### config.mk
export PLATFORM = sky130hd
export DESIGN_NAME = ram_loader
export DESIGN_NICKNAME = d
export VERILOG_FILES = /design/src/rtl/ram_loader.sv
export SDC_FILE = /design/constraint.sdc
export NUM_CORES = 1
export LEC_CHECK = 0
export ABC_AREA = 1
export BUFFER_PORTS_ARGS = -buffer_cell sky130_fd_sc_hd__buf_2
export CAP_MARGIN = 20
export CELL_PAD_IN_SITES_DETAIL_PLACEMENT = 0
export CELL_PAD_IN_SITES_GLOBAL_PLACEMENT = 2
export CORE_UTILIZATION = 26
export DETAILED_ROUTE_END_ITERATION = 8
export PLACE_DENSITY_LB_ADDON = 0.08
export REMOVE_ABC_BUFFERS = 1
export SYNTH_ARGS = -nofsm -noshare
export SYNTH_HDL_FRONTEND = slang
export SYNTH_SLANG_ARGS = --single-unit
### constraint.sdc
create_clock -name clk -period 2.34 [get_ports clk]
set_input_delay 0.468 -clock clk [delete_from_list [all_inputs] [get_ports clk]]
set_output_delay 0.468 -clock clk [all_outputs]
set_load 0.01 [all_outputs]
### src/rtl/ram_loader.sv
// ram_loader: bootstrap sequencer that fills the program RAM from a byte stream before the CPU runs
//   clk, clear        : rising-edge clock, synchronous active-high reset (aborts a load at once)
//   start             : one-cycle pulse, begins a load when idle
//   in_data/in_valid  : byte stream source, consumed when in_ready is high
//   in_ready          : high only while waiting for the next byte
//   prog_mode, busy   : high for the whole load, drop in the finishing cycle
//   ram_addr/ram_data : address and data presented to the RAM switch inputs
//   load_addr         : MAR load strobe, write_enable : RAM write strobe
//   output_enable     : RAM read drive, held over the read and check cycles
//   ram_rdata         : RAM read-back data, sampled one cycle after output_enable rises
//   done              : one-cycle pulse on a load that verified cleanly
//   error, err_addr   : sticky mismatch flag and the address of the first mismatch
module ram_loader #(
    parameter int ADDR_W     = 4,
    parameter int START_ADDR = 0,
    parameter int VERIFY     = 1
) (
    input  logic              clk,
    input  logic              clear,
    input  logic              start,
    input  logic [7:0]        in_data,
    input  logic              in_valid,
    output logic              in_ready,
    output logic              prog_mode,
    output logic [ADDR_W-1:0] ram_addr,
    output logic [7:0]        ram_data,
    output logic              load_addr,
    output logic              write_enable,
    output logic              output_enable,
    input  logic [7:0]        ram_rdata,
    output logic              busy,
    output logic              done,
    output logic              error,
    output logic [ADDR_W-1:0] err_addr
);
    localparam int DEPTH = 2 ** ADDR_W;
    localparam logic [ADDR_W-1:0] FIRST = ADDR_W'(START_ADDR);
    localparam logic [ADDR_W-1:0] LAST = ADDR_W'(DEPTH - 1);
    localparam logic VFY = VERIFY != 0;
    typedef enum logic [2:0] {IDLE, WAIT_BYTE, SET_ADDR, WRITE, READ, CHECK, FINISH} state_t;
    state_t state, state_n;
    logic last, advance;
    assign last = ram_addr == LAST;
    // the word is complete after CHECK, or straight after WRITE when read-back is disabled
    assign advance = state == CHECK || (state == WRITE && !VFY);
    always_ff @(posedge clk) begin
        if (clear) state <= IDLE;
        else state <= state_n;
    end
    always_comb begin
        state_n = state;
        case (state)
            IDLE:      state_n = start ? WAIT_BYTE : IDLE;
            WAIT_BYTE: state_n = in_valid ? SET_ADDR : WAIT_BYTE;
            SET_ADDR:  state_n = WRITE;
            WRITE:     state_n = VFY ? READ : (last ? FINISH : WAIT_BYTE);
            READ:      state_n = CHECK;
            CHECK:     state_n = last ? FINISH : WAIT_BYTE;
            FINISH:    state_n = IDLE;
            default:   state_n = IDLE;
        endcase
    end
    always_comb begin
        in_ready      = state == WAIT_BYTE;
        busy          = state != IDLE && state != FINISH;
        prog_mode     = state != IDLE && state != FINISH;
        load_addr     = state == SET_ADDR;
        write_enable  = state == WRITE;
        output_enable = state == READ || state == CHECK;
        done          = state == FINISH && !error;
    end
    always_ff @(posedge clk) begin
        if (clear) begin
            ram_addr <= FIRST;
            ram_data <= '0;
            error    <= 1'b0;
            err_addr <= '0;
        end else begin
            if (state == IDLE && start) begin
                ram_addr <= FIRST;
                error    <= 1'b0;
                err_addr <= '0;
            end
            if (state == WAIT_BYTE && in_valid) ram_data <= in_data;
            if (state == CHECK && ram_rdata != ram_data && !error) begin
                error    <= 1'b1;
                err_addr <= ram_addr;
            end
            if (advance && !last) ram_addr <= ram_addr + 1'b1;
        end
    end
endmodule

# After elaboration in Yosys (flattened, before gate mapping)
# Cells that the tools add are included.
dict set report totals {
  n_memories 0
  register_bits 20
  mem_bits_ro 0
  input_bits 20
  ramBits 0
  latchBits 0
}
dict set report classes {
  add_sub_neg 1
  n_bitwise 0
  order_cmp 0
  n_mux 9
  reduce_logical 14
  n_mul 0
  shift 0
  div_mod_pow 0
  eq_ne 9
}
# operator count
set ops {}
lappend ops {{$pmux W3 S6} 1}
lappend ops {{$mux W4} 3}
lappend ops {{$eq A3 B3 Y1 const B} 3}
lappend ops {{$ne A8 B8 Y1} 1}
lappend ops {{$logic_and A1 B1 Y1} 7}
lappend ops {{$eq A3 B2 Y1 const B} 2}
lappend ops {{$add A4 B1 Y4 const B} 1}
lappend ops {{$eq A4 B4 Y1 const B} 1}
lappend ops {{$reduce_bool A2 Y1} 2}
lappend ops {{$eq A3 B1 Y1 const B} 1}
lappend ops {{$logic_not A3 Y1} 1}
lappend ops {{$mux W1} 3}
lappend ops {{$mux W3} 1}
lappend ops {{$ne A3 B3 Y1 const B} 1}
lappend ops {{$reduce_bool A3 Y1} 1}
lappend ops {{$logic_not A1 Y1} 2}
lappend ops {{$mux W2} 1}
lappend ops {{$logic_or A1 B1 Y1} 1}

# Logic depth before layout (Yosys ltp)
# Gate-level depths: netlist of run 1.
dict set report depth {
  ltp_word 4
  mapped_depth 9
  mapped_depth_nobuf 9
}

# Worst setup path after synthesis of run 1
# OpenSTA, ideal clock, no wires.
dict set report synth_path {
  kind {flip-flop to output port}
  from {register state[1]}
  to {output prog_mode}
  stages_incl_launch_ff 4
  t_required_ns 1.872
  slack_ns 0.778
  n_path_buf 1
  t_arrival_ns 1.094
  path_cell_list {dfxtp_1 > nor2_1 > o21ai_0 > buf_4}
}
dict set report synth_between {
  elab_chain_cells 2
}
# item line
set synth_lines {}
lappend synth_lines {{from (decl)} 41} ;# state_t state, state_n;
lappend synth_lines {{from (signal assigned)} 48} ;# else state <= state_n;
lappend synth_lines {{$ne A3 B3 Y1 or $reduce_bool A3 Y1 (tied branches)} n/a}
lappend synth_lines {{$logic_and A1 B1 Y1 (*)} n/a}
lappend synth_lines {{to (decl)} 24} ;# output logic prog_mode,
# Mark *: on every way between the ends. The rest lies on a longest branch, timed or not.

# Worst setup path in the final report of run 1
dict set report layout_path {
  from {register state[1]}
  to {output load_addr}
}
dict set report layout_between {
  elab_chain_cells 1
}
# item line
set layout_lines {}
lappend layout_lines {{$eq A3 B2 Y1} 67} ;# load_addr = state == SET_ADDR;
lappend layout_lines {{to (decl)} 27} ;# output logic load_addr,
# Every way passes these cells.

==> reports/results.ini, run 1 <==
[run_status]
run_status=completed

[critical_path]
cp_top_family=flip-flops
crit_chain=inv_1 > nor3_1 > buf_2
critPathKind=flop to output pin
r2r_cells=5
cp.arrival_ns=1.29
critPathMaxStageDelay_ns=0.48
critPathBufInv=2
required_ns=1.87
crit_path_end_kind=output pin
ff2ff_setup_slack_ns=1.03
path_depth=3
cp_slowest_cell=dfxtp_1
critPathLaunchType=flop
cp_max_fo=5

[cts]
cts.repair.resized=0
post-cts-setup-buffers=0
clockRootBuffer=clkbuf_8
cts_buffers=3
ctsHoldBuffers=0
clk_pin_slew_ns=0.08
clk_latency_ns=0.26
clock_path_buffers=2
cts_tree=built
htree_levels=1
cts_sinks=20

[synth]
synth_top_family_by_area=simple AND/OR/NAND/NOR gates
yosysWarnings=0
synthXorXnorAreaFrac=0.03487
async_flop_share=0
synth_adder_area_share=0.01245
ys_types=23
yosys.area_share.simple=0.3001
synth_compound_area_frac=0.1606
ys_seq_area_frac=0.3985
postSynthCellCount=139
synth.avg_cell_area_um2=7.228
netlist_area_mm2=0.001005
synthFlopType=dfxtp_1
synth-edff-count=0
ys_seq_elements=20
synthMuxAreaShare=0

[power]
peakVddDrop_v=0.0003082
p_leak_nw=0.6489
powerDensity_mw_per_mm2=635.7

[place]
hpwl_mm=1.938
portBuffers=43
dp.cells=227
dp_slack_ns=0.8669
gp_congestion=0.6671

[sta]
layout_setup_ws_ns=0.5846
finalSetupViolations=0
fmax_ghz=0.5697
fin_skew_ns=0.005315
rsz0062_at_grt=no
drv_slew=0
tns_ns=0
worstMarginPinSlew_ns=0.3132
fin_crit_ns=1.755
maxSlewHeadroom=0.7896
hold_violations=0
period_share=0.7502

[final_layout]
n_antenna_cell=0
layout.nets=205
final_util=0.3602
drive_gt1_frac=0.3224
filler_cell_count=406
area_delta_synth_final_pct=32.25
stdcell_count=231

[floorplan]
core_mm2=0.003689
die_area_mm2=0.004117
start_util=0.2724
ios=44
rows=22
dieWidth_um=64.17
die_height_um=64.17

[route]
num_vias=1004
drt-initial-drc-count=28
first_pass_iters=5
drt_wl_total_mm=2.459
post_drt_wl_per_cell_um=10.65
drc_errors=0
drtAntennaViolNets=0
viasPerCell=4.346

[global_route]
antenna_found_initial=0
grt_overflow=0
grt_pass1_vias=979
grt_usage=0.1313
grt_pass1_wl_mm=4.215
grt_max_degree=16

[job]
max_cap_violations=0

[worst_hold_path]
hp-class=input pin to flop
whs_path_depth=3

## synthesized netlist by cell type (2+ instances only)
library cell	instances	area share
a21oi_1	20	0.10
dfxtp_1	20	0.40
inv_1	15	0.056
inv_2	3	0.011
nand2_1	35	0.13
nand2_4	2	0.022
nand3_1	11	0.055
nor2_1	6	0.022
nor2_4	2	0.022
nor3_1	3	0.015
o21ai_0	7	0.035
xnor2_1	4	0.035
## final cells by class
| class | count | area, um2 | area share |
|---|---|---|---|
| flip-flops and latches | 20 | 400.4 | 0.3013 |
| repair buffers | 43 | 215.2 | 0.1620 |
| clock buffers | 3 | 41.29 | 0.03107 |
| clock inverters | 1 | 30.03 | 0.02260 |
| multi-input cells | 97 | 510.5 | 0.3842 |
| inverters | 19 | 71.32 | 0.05367 |
| well taps | 48 | 60.06 | 0.04520 |
## layout by cell type (no fill, tap or decap), drive strengths merged, types with 3 or more instances in the layout
master and instances:
nor2 8, nand2 38, buf 43, nand3 12, dfxtp 20, a21oi 21
o21ai 8, clkbuf 3, xnor2 4, inv 18, nor3 4
## flip-flops by register name, indices dropped and copies added, names as in the netlist
| name | count |
|---|---|
| err_addr | 4 |
| error | 1 |
| ram_addr | 4 |
| ram_data | 8 |
| state | 3 |
## cells by family (layout without fill, tap and decap cells)
kind of cell,count (synthesis),in the layout
XOR/XNOR,4,4
AO/OA/AOI/OAI,30,30
adder cells (fa/ha/maj),1,1
flip-flops,20,20
AND/OR/NAND/NOR,62,62
buffers and inverters,22,66
## through the flow
| stage | power, W | instance area [um2] | hold WS (ns) |
|---|---|---|---|
| finish | 0.0008448 | 1329 | 0.4643 |
| global route | 0.0008937 | 1329 | 0.4637 |
| CTS | 0.0008605 | 1329 | 0.4579 |
| detailed placement | 0.0005147 | 1257 | 0.4746 |
| global placement | 0.0005143 | 1257 | 0.4670 |
| floorplan | 0.0004557 | 982.2 | 0.4948 |
## power by group
part	switching, W	total, W	internal, W
combinational	0.0000809	0.000134	0.0000533
sequential	0.0000158	0.000370	0.000355
clock	0.000112	0.000340	0.000228
total	0.000209	0.000845	0.000636
## worst paths after layout
| kind | end | start |
|---|---|---|
| setup / recovery | load_addr | state[1]$_SDFF_PP0_ |
| hold / removal | ram_data[6]$_SDFFE_PP0P_ | in_data[6] |
| setup reg to reg | ram_data[0]$_SDFFE_PP0P_ | state[0]$_SDFF_PP0_ |
| hold reg to reg | err_addr[2]$_SDFFE_PP0P_ | err_addr[2]$_SDFFE_PP0P_ |
## worst reg2reg max path, cell delays in order, from the launching register on
cell	delay (ns)
dfxtp_1	0.46
inv_2	0.13
nor3_4	0.21
nand2_4	0.17
o21ai_0	0.18
a21oi_1	0.05
## layer usage
| layer | wire length, um | vias up | GRT usage |
|---|---|---|---|
| li1 | - | 536 | - |
| met1 | 1133 | 442 | 0.1581 |
| met3 | 116 | 2 | 0.03929 |
| met2 | 1193 | 24 | 0.2301 |
| met4 | 17 | 0 | 0.02500 |
| met5 | 0 | - | 0 |
Power figures use the tool's default switching activity.
==> run 2: changes to the inputs <==
--- a/config.mk
+++ b/config.mk
@@ -10,7 +10,7 @@
 export CAP_MARGIN = 20
 export CELL_PAD_IN_SITES_DETAIL_PLACEMENT = 0
 export CELL_PAD_IN_SITES_GLOBAL_PLACEMENT = 2
-export CORE_UTILIZATION = 26
+export CORE_UTILIZATION = 21
 export DETAILED_ROUTE_END_ITERATION = 8
 export PLACE_DENSITY_LB_ADDON = 0.08
 export REMOVE_ABC_BUFFERS = 1
==> constraint.sdc (replaced) <==
create_clock -name clk -period 1.4 [get_ports clk]
set_input_delay 0.28 -clock clk [delete_from_list [all_inputs] [get_ports clk]]
set_output_delay 0.28 -clock clk [all_outputs]
set_load 0.01 [all_outputs]
==> run 2 against run 1 <==
The flow now finishes with violations (DRC). Register-to-register slack got worse by 0.84 ns. Cell count increased by 4.8%. Flip-flop and latch count unchanged. Clock power increased by 32%. Die area grew 23%. Critical endpoint is now prog_mode. Design area up 5.5%. Worst hold slack got worse by 0.20 ns. Combinational power rose by 81%. Worst setup slack lost 0.52 ns. Utilization shrank 4.7 points. Sequential share of layout area shrank 0.76 points. Global-route usage fell by 2.2 points.
==> reports/results.ini, run 2 (same netlist as run 1, synthesis figures left out) <==
[final_layout]
regArea_um2=411.6  ; +2.8%
largest_reg_flops=8  ; unchanged
filler_cell_count=495  ; +22%
reg_top3=ram_data (8), err_addr (4), ram_addr (4)
area_delta_synth_final_pct=39.48
fin_area_mm2=0.001401  ; +5.5%
layout.cells.most_common=buf_2
layout.nets=212  ; +3.4%
layout_common_cells=43 x buf_2, 34 x nand2_1, 20 x a21oi_1
multi_input_area_um2=528.0  ; +3.4%
final_util=0.3132  ; -0.04705
top_register=ram_data
n_antenna_cell=0  ; unchanged
drive_gt1_frac=0.3842  ; +0.06181

[global_route]
grt_pass1_wl_mm=4.257  ; +1.0%
grt_usage=0.1092  ; -0.02205
antenna_found_initial=0  ; unchanged
grt_pass1_vias=923  ; -5.7%
grt_overflow=0  ; unchanged
grt_max_degree=16  ; unchanged

[sta]
hold_violations=0  ; unchanged
fmax_ghz=0.7484
period_share=0.9544
maxSlewHeadroom=0.8342  ; +0.04456
fin_skew_ns=0.001018  ; -0.004296 ns
rsz0062_at_grt=no
fin_crit_ns=1.336
worstMarginPinSlew_ns=0.2487  ; -0.06443 ns
finalSetupViolations=0  ; unchanged
tns_ns=0  ; unchanged
drv_slew=0  ; unchanged

[cts]
htree_levels=1  ; unchanged
cts_tree=built
cts_buffers=3  ; unchanged
cts_sinks=20  ; unchanged
ctsHoldBuffers=0  ; unchanged
clk_pin_slew_ns=0.08  ; about the same
clockRootBuffer=clkbuf_8
clock_path_buffers=2  ; unchanged
clk_latency_ns=0.26  ; about the same

[route]
first_pass_iters=8  ; +3
drc_errors=3  ; +3
drt-initial-drc-count=29  ; +3.6%
num_vias=1057  ; +5.3%
drtAntennaViolNets=0  ; unchanged
viasPerCell=4.368  ; +0.49%
drt_wl_total_mm=2.739  ; +11%
post_drt_wl_per_cell_um=11.32  ; +6.3%

[critical_path]
r2r-end=err_addr[2]$_SDFFE_PP0P_
critPathLaunchType=flop
r2r_cells=9  ; +4
r2r-start=ram_data[5]$_SDFFE_PP0P_
endpoint=prog_mode
crit_path_end_kind=output pin
required_ns=1.12  ; -0.75 ns
cp.arrival_ns=1.06  ; -0.23 ns
critPathKind=flop to output pin
ff2ff_setup_slack_ns=0.19  ; -0.84 ns
crit_start=state[2]$_SDFF_PP0_
cp_max_fo=6  ; +1

[power]
sw_frac_of_total=0.2791  ; +0.03201
combPwrFrac=0.185  ; +0.026
powerDensity_mw_per_mm2=934.2  ; +47%
power.internal_w=0.0009437  ; +48%
seq_power_share=0.473  ; +0.035
p_sw_w=0.0003654  ; +75%
peakVddDrop_v=0.0003887  ; +26%
pwr-share-clk=0.342  ; -0.061
p_leak_nw=0.6920  ; +6.6%

[run_status]
violations=DRC
run_status=complete, but fails checks

[floorplan]
die_area_mm2=0.005065  ; +23%
rows=24  ; +9.1%
start_util=0.2246  ; -0.04784
ios=44  ; unchanged
die_height_um=71.17  ; +11%
core_mm2=0.004474  ; +21%
dieWidth_um=71.17  ; +11%

[place]
placed_area_mm2=0.001300  ; +3.4%
hpwl_mm=2.179  ; +12%
gp_congestion=0.6997  ; +4.9%
portBuffers=43  ; unchanged

[worst_hold_path]
hp-class=input pin to flop

[job]
max_cap_violations=0  ; unchanged

[run 2: changes by cell type in the layout (fill, tap and decap cells not counted)]
cell	change
o21ai_1	+1
nor3_2	+3
buf_4	+7
nand2_2	+1
nand2_1	-1
clkbuf_8	+1
bufinv_16	-1
inv_4	+1
dfxtp_4	+3
inv_2	-1
dfxtp_1	-3
o21ai_0	-1
nor3_1	-3
[run 2: how the worst min path moves through the flow]
stage,start,to,slack (ns),cells past startpoint
after global routing,in_data[3],ram_data[3]$_SDFFE_PP0P_,0.26,3
final,in_data[3],ram_data[3]$_SDFFE_PP0P_,0.27,3
after floorplan,clear,err_addr[0]$_SDFFE_PP0P_,0.35,1
after global placement,ram_data[4]$_SDFFE_PP0P_,ram_data[4]$_SDFFE_PP0P_,0.46,2
after detailed placement,ram_data[0]$_SDFFE_PP0P_,ram_data[0]$_SDFFE_PP0P_,0.47,2
after CTS,in_data[3],ram_data[3]$_SDFFE_PP0P_,0.26,3
[run 2: power by group through the flow]
stage               logic, W  registers (W)  clock network [W]
floorplan           0.000124       0.000638                  0
CTS                 0.000237       0.000621           0.000469
detailed placement  0.000234       0.000634                  0
global route        0.000271       0.000623           0.000497
global placement    0.000234       0.000633                  0
finish              0.000242       0.000619           0.000448
[run 2: area by class of cell]
class	instances	share of cell area
inverters	19	0.05268
multi-input cells	97	0.3768
repair buffers	50	0.1911
clock buffers	4	0.03929
well taps	52	0.04643
flip-flops and latches	20	0.2938
[run 2: routing by layer]
metal | global-route usage | share of wire | vias up
met4 | 0.02667 | 0.0062 | 0
met5 | 0 | 0 | -
met1 | 0.1257 | 0.43 | 482
met2 | 0.1958 | 0.52 | 20
li1 | - | - | 553
met3 | 0.03419 | 0.045 | 2
[run 2: timing repair]
action / CTS / global route
gates resized for setup: 7 / 5
pin swaps: 0 / 1
setup endpoints to repair: 7 / 7
buffers inserted: 0 / 2
[run 2: worst max-delay path, stage by stage (launching register included)]
cell and delay, ns:
dfxtp_4 0.38, nand2_2 0.08, inv_1 0.04, o21ai_1 0.14, buf_2 0.15
[run 2: stage by stage]
stage	total power [W]	setup WS (ns)	hold slack, ns	std cells
finish	0.001309	0.06388	0.2676	242
global route	0.001392	0.003295	0.2617	242
CTS	0.001327	0.004286	0.2616	240
detailed placement	0.0008671	0.06536	0.4739	236
global placement	0.0008670	0.05564	0.4647	236
floorplan	0.0007617	0.07059	0.3491	136
==> run 3: changes to the inputs <==
--- a/config.mk
+++ b/config.mk
@@ -6,11 +6,11 @@
 export NUM_CORES = 1
 export LEC_CHECK = 0
 export ABC_AREA = 1
-export BUFFER_PORTS_ARGS = -buffer_cell sky130_fd_sc_hd__buf_2
+export BUFFER_PORTS_ARGS = -buffer_cell sky130_fd_sc_hd__buf_4
 export CAP_MARGIN = 20
 export CELL_PAD_IN_SITES_DETAIL_PLACEMENT = 0
 export CELL_PAD_IN_SITES_GLOBAL_PLACEMENT = 2
-export CORE_UTILIZATION = 21
+export CORE_UTILIZATION = 26
 export DETAILED_ROUTE_END_ITERATION = 8
 export PLACE_DENSITY_LB_ADDON = 0.08
 export REMOVE_ABC_BUFFERS = 1
==> constraint.sdc (replaced) <==
create_clock -name clk -period 1.6 [get_ports clk]
set_input_delay 0.32 -clock clk [delete_from_list [all_inputs] [get_ports clk]]
set_output_delay 0.32 -clock clk [all_outputs]
set_load 0.01 [all_outputs]
==> run 3 against run 2 <==
The run now ends clean. Critical endpoint is now write_enable. Die area down 19%. Register-to-register slack gained 0.15 ns. Global-route usage rose by 2.1 points. Clock skew rose by 0.00080 ns. Utilization grew 7.6 points. Worst hold slack improved by 0.047 ns. Routed wire length is 8.1% lower. Via count decreased by 3.6%. Flip-flop and latch count unchanged.
==> reports/results.ini, run 3 (same netlist as run 1, synthesis figures left out) <==
[floorplan]
core_mm2=0.003689  ; -18%
start_util=0.2724  ; +0.04784
dieWidth_um=64.17  ; -9.8%
die_area_mm2=0.004117  ; -19%
die_height_um=64.17  ; -9.8%
ios=44  ; unchanged
rows=22  ; -8.3%

[critical_path]
critPathLaunchType=flop
cp.arrival_ns=1.17  ; +0.11 ns
crit_start=state[1]$_SDFF_PP0_
critPathBufInv=2  ; unchanged
cp_max_fo=5  ; -1
crit_chain=inv_1 > nor3_1 > buf_4
r2r-start=ram_addr[1]$_SDFFE_PP0P_
cp_top_family=flip-flops
crit_path_end_kind=output pin
required_ns=1.28  ; +0.16 ns
cp_slowest_cell=dfxtp_2
critPathMaxStageDelay_ns=0.41  ; +0.03 ns
r2r_cells=7  ; -2
ff2ff_setup_slack_ns=0.34  ; +0.15 ns
critPathKind=flop to output pin
r2r-end=ram_addr[2]$_SDFFE_PP0P_

[worst_hold_path]
hold_end=ram_data[5]$_SDFFE_PP0P_
whs_path_depth=3  ; unchanged
worstHoldStart=in_data[5]
hp-class=input pin to flop

[global_route]
grt_overflow=0  ; unchanged
grt_pass1_wl_mm=4.160  ; -2.3%
grt_max_degree=16  ; unchanged
grt_usage=0.1306  ; +0.02135
grt_pass1_vias=945  ; +2.4%
antenna_found_initial=0  ; unchanged

[final_layout]
top_register=ram_data
n_antenna_cell=0  ; unchanged
layout.cells.most_common=buf_4
reg_top3=ram_data (8), err_addr (4), ram_addr (4)
area_delta_synth_final_pct=42.96
layout.nets=206  ; -2.8%
layout_common_cells=44 x buf_4, 35 x nand2_1, 20 x a21oi_1
largest_reg_flops=8  ; unchanged
drive_gt1_frac=0.3478  ; -0.03638
filler_cell_count=398  ; -20%

[job]
max_cap_violations=0  ; unchanged

[power]
seq_power_share=0.473  ; about the same
combPwrFrac=0.198  ; +0.013
peakVddDrop_v=0.0004802  ; +24%
p_sw_w=0.0003060  ; -16%
powerDensity_mw_per_mm2=802.5  ; -14%
sw_frac_of_total=0.2655  ; -0.01360
p_leak_nw=0.6683  ; -3.4%
power.internal_w=0.0008466  ; -10%
pwr-share-clk=0.329  ; -0.013

[cts]
cts_sinks=20  ; unchanged
clockRootBuffer=clkbuf_8
clock_path_buffers=2  ; unchanged
ctsHoldBuffers=0  ; unchanged
clk_pin_slew_ns=0.07  ; about the same
htree_levels=1  ; unchanged
cts_tree=built
clk_latency_ns=0.26  ; about the same
cts_buffers=3  ; unchanged

[place]
dp_slack_ns=0.2491  ; +0.1837 ns
portBuffers=43  ; unchanged
hpwl_mm=1.990  ; -8.7%
gp_congestion=0.7062  ; +0.93%

[sta]
fmax_ghz=0.6719
hold_violations=0  ; unchanged
finalSetupViolations=0  ; unchanged
drv_slew=0  ; unchanged
tns_ns=0  ; unchanged
fin_crit_ns=1.488
maxSlewHeadroom=0.8272  ; -0.006973
rsz0062_at_grt=no
layout_setup_ws_ns=0.1117  ; +0.04786 ns
fin_skew_ns=0.001818  ; +0.0007999 ns
period_share=0.9302
worstMarginPinSlew_ns=0.2592  ; +0.01046 ns

[route]
drtAntennaViolNets=0  ; unchanged
drt-initial-drc-count=42  ; +45%
drc_errors=0  ; -3
first_pass_iters=4  ; -4
num_vias=1019  ; -3.6%
drt_wl_total_mm=2.518  ; -8.1%
post_drt_wl_per_cell_um=10.85  ; -4.1%
viasPerCell=4.392  ; +0.56%

[run_status]
run_status=completed

-- run 3: changes by cell type in the layout (fill, tap and decap cells not counted), sizes merged --
| cell | delta |
|---|---|
| buf | -6 |
-- run 3: worst max path at each step --
stage                         endpoint  depth (start not counted)  slack, ns
after global routing      write_enable                          3       0.03
after global placement       load_addr                          3       0.22
after CTS                    prog_mode                          3       0.03
after detailed placement     load_addr                          3       0.25
final                     write_enable                          3       0.11
after floorplan                   busy                          2       0.23
-- run 3: area by class of cell --
cell class	instances	area, um2	share of cell area
multi-input cells	97	515.5	0.3589
well taps	48	60.06	0.04181
repair buffers	44	330.3	0.2300
clock buffers	4	55.05	0.03833
inverters	19	71.32	0.04965
flip-flops and latches	20	404.1	0.2814
-- run 3: timing repair --
| action | CTS | global route |
|---|---|---|
| buffers inserted | 0 | 0 |
| endpoints found under the setup margin | 1 | 5 |
| gates resized for setup | 1 | 3 |
-- run 3: power groups by stage --
stage / Sequential [W] / Clock [W] / Combinational (W)
3_3_place_gp: 0.000554 / 0 / 0.000229
5_1_grt: 0.000548 / 0.000428 / 0.000250
6_report: 0.000545 / 0.000380 / 0.000228
2_1_floorplan: 0.000558 / 0 / 0.000108
4_1_cts: 0.000544 / 0.000397 / 0.000230
3_5_place_dp: 0.000555 / 0 / 0.000229
-- run 3: metrics by stage --
step	instance area (um2)	cells	hold WS, ns	util	total power (W)
finish	1436	232	0.3142	0.3894	0.001153
global route	1436	232	0.2955	0.3894	0.001227
CTS	1429	232	0.3079	0.3874	0.001171
detailed placement	1373	228	0.4755	0.3721	0.0007845
global placement	1373	228	0.4688	0.3721	0.0007834
floorplan	982.2	136	0.3891	-	0.0006665
-- run 3: worst min-delay path, stage by stage --
cell and delay (ns):
buf_4 0.08, o21ai_2 0.05, a21oi_2 0.08
-- run 3: per-layer routing --
layer | up-vias | track usage | wire, um
met5 | - | 0 | 0
met4 | 0 | 0.02500 | 7
met3 | 2 | 0.03750 | 140
met2 | 25 | 0.2221 | 1247
met1 | 452 | 0.1636 | 1123
li1 | 540 | - | -
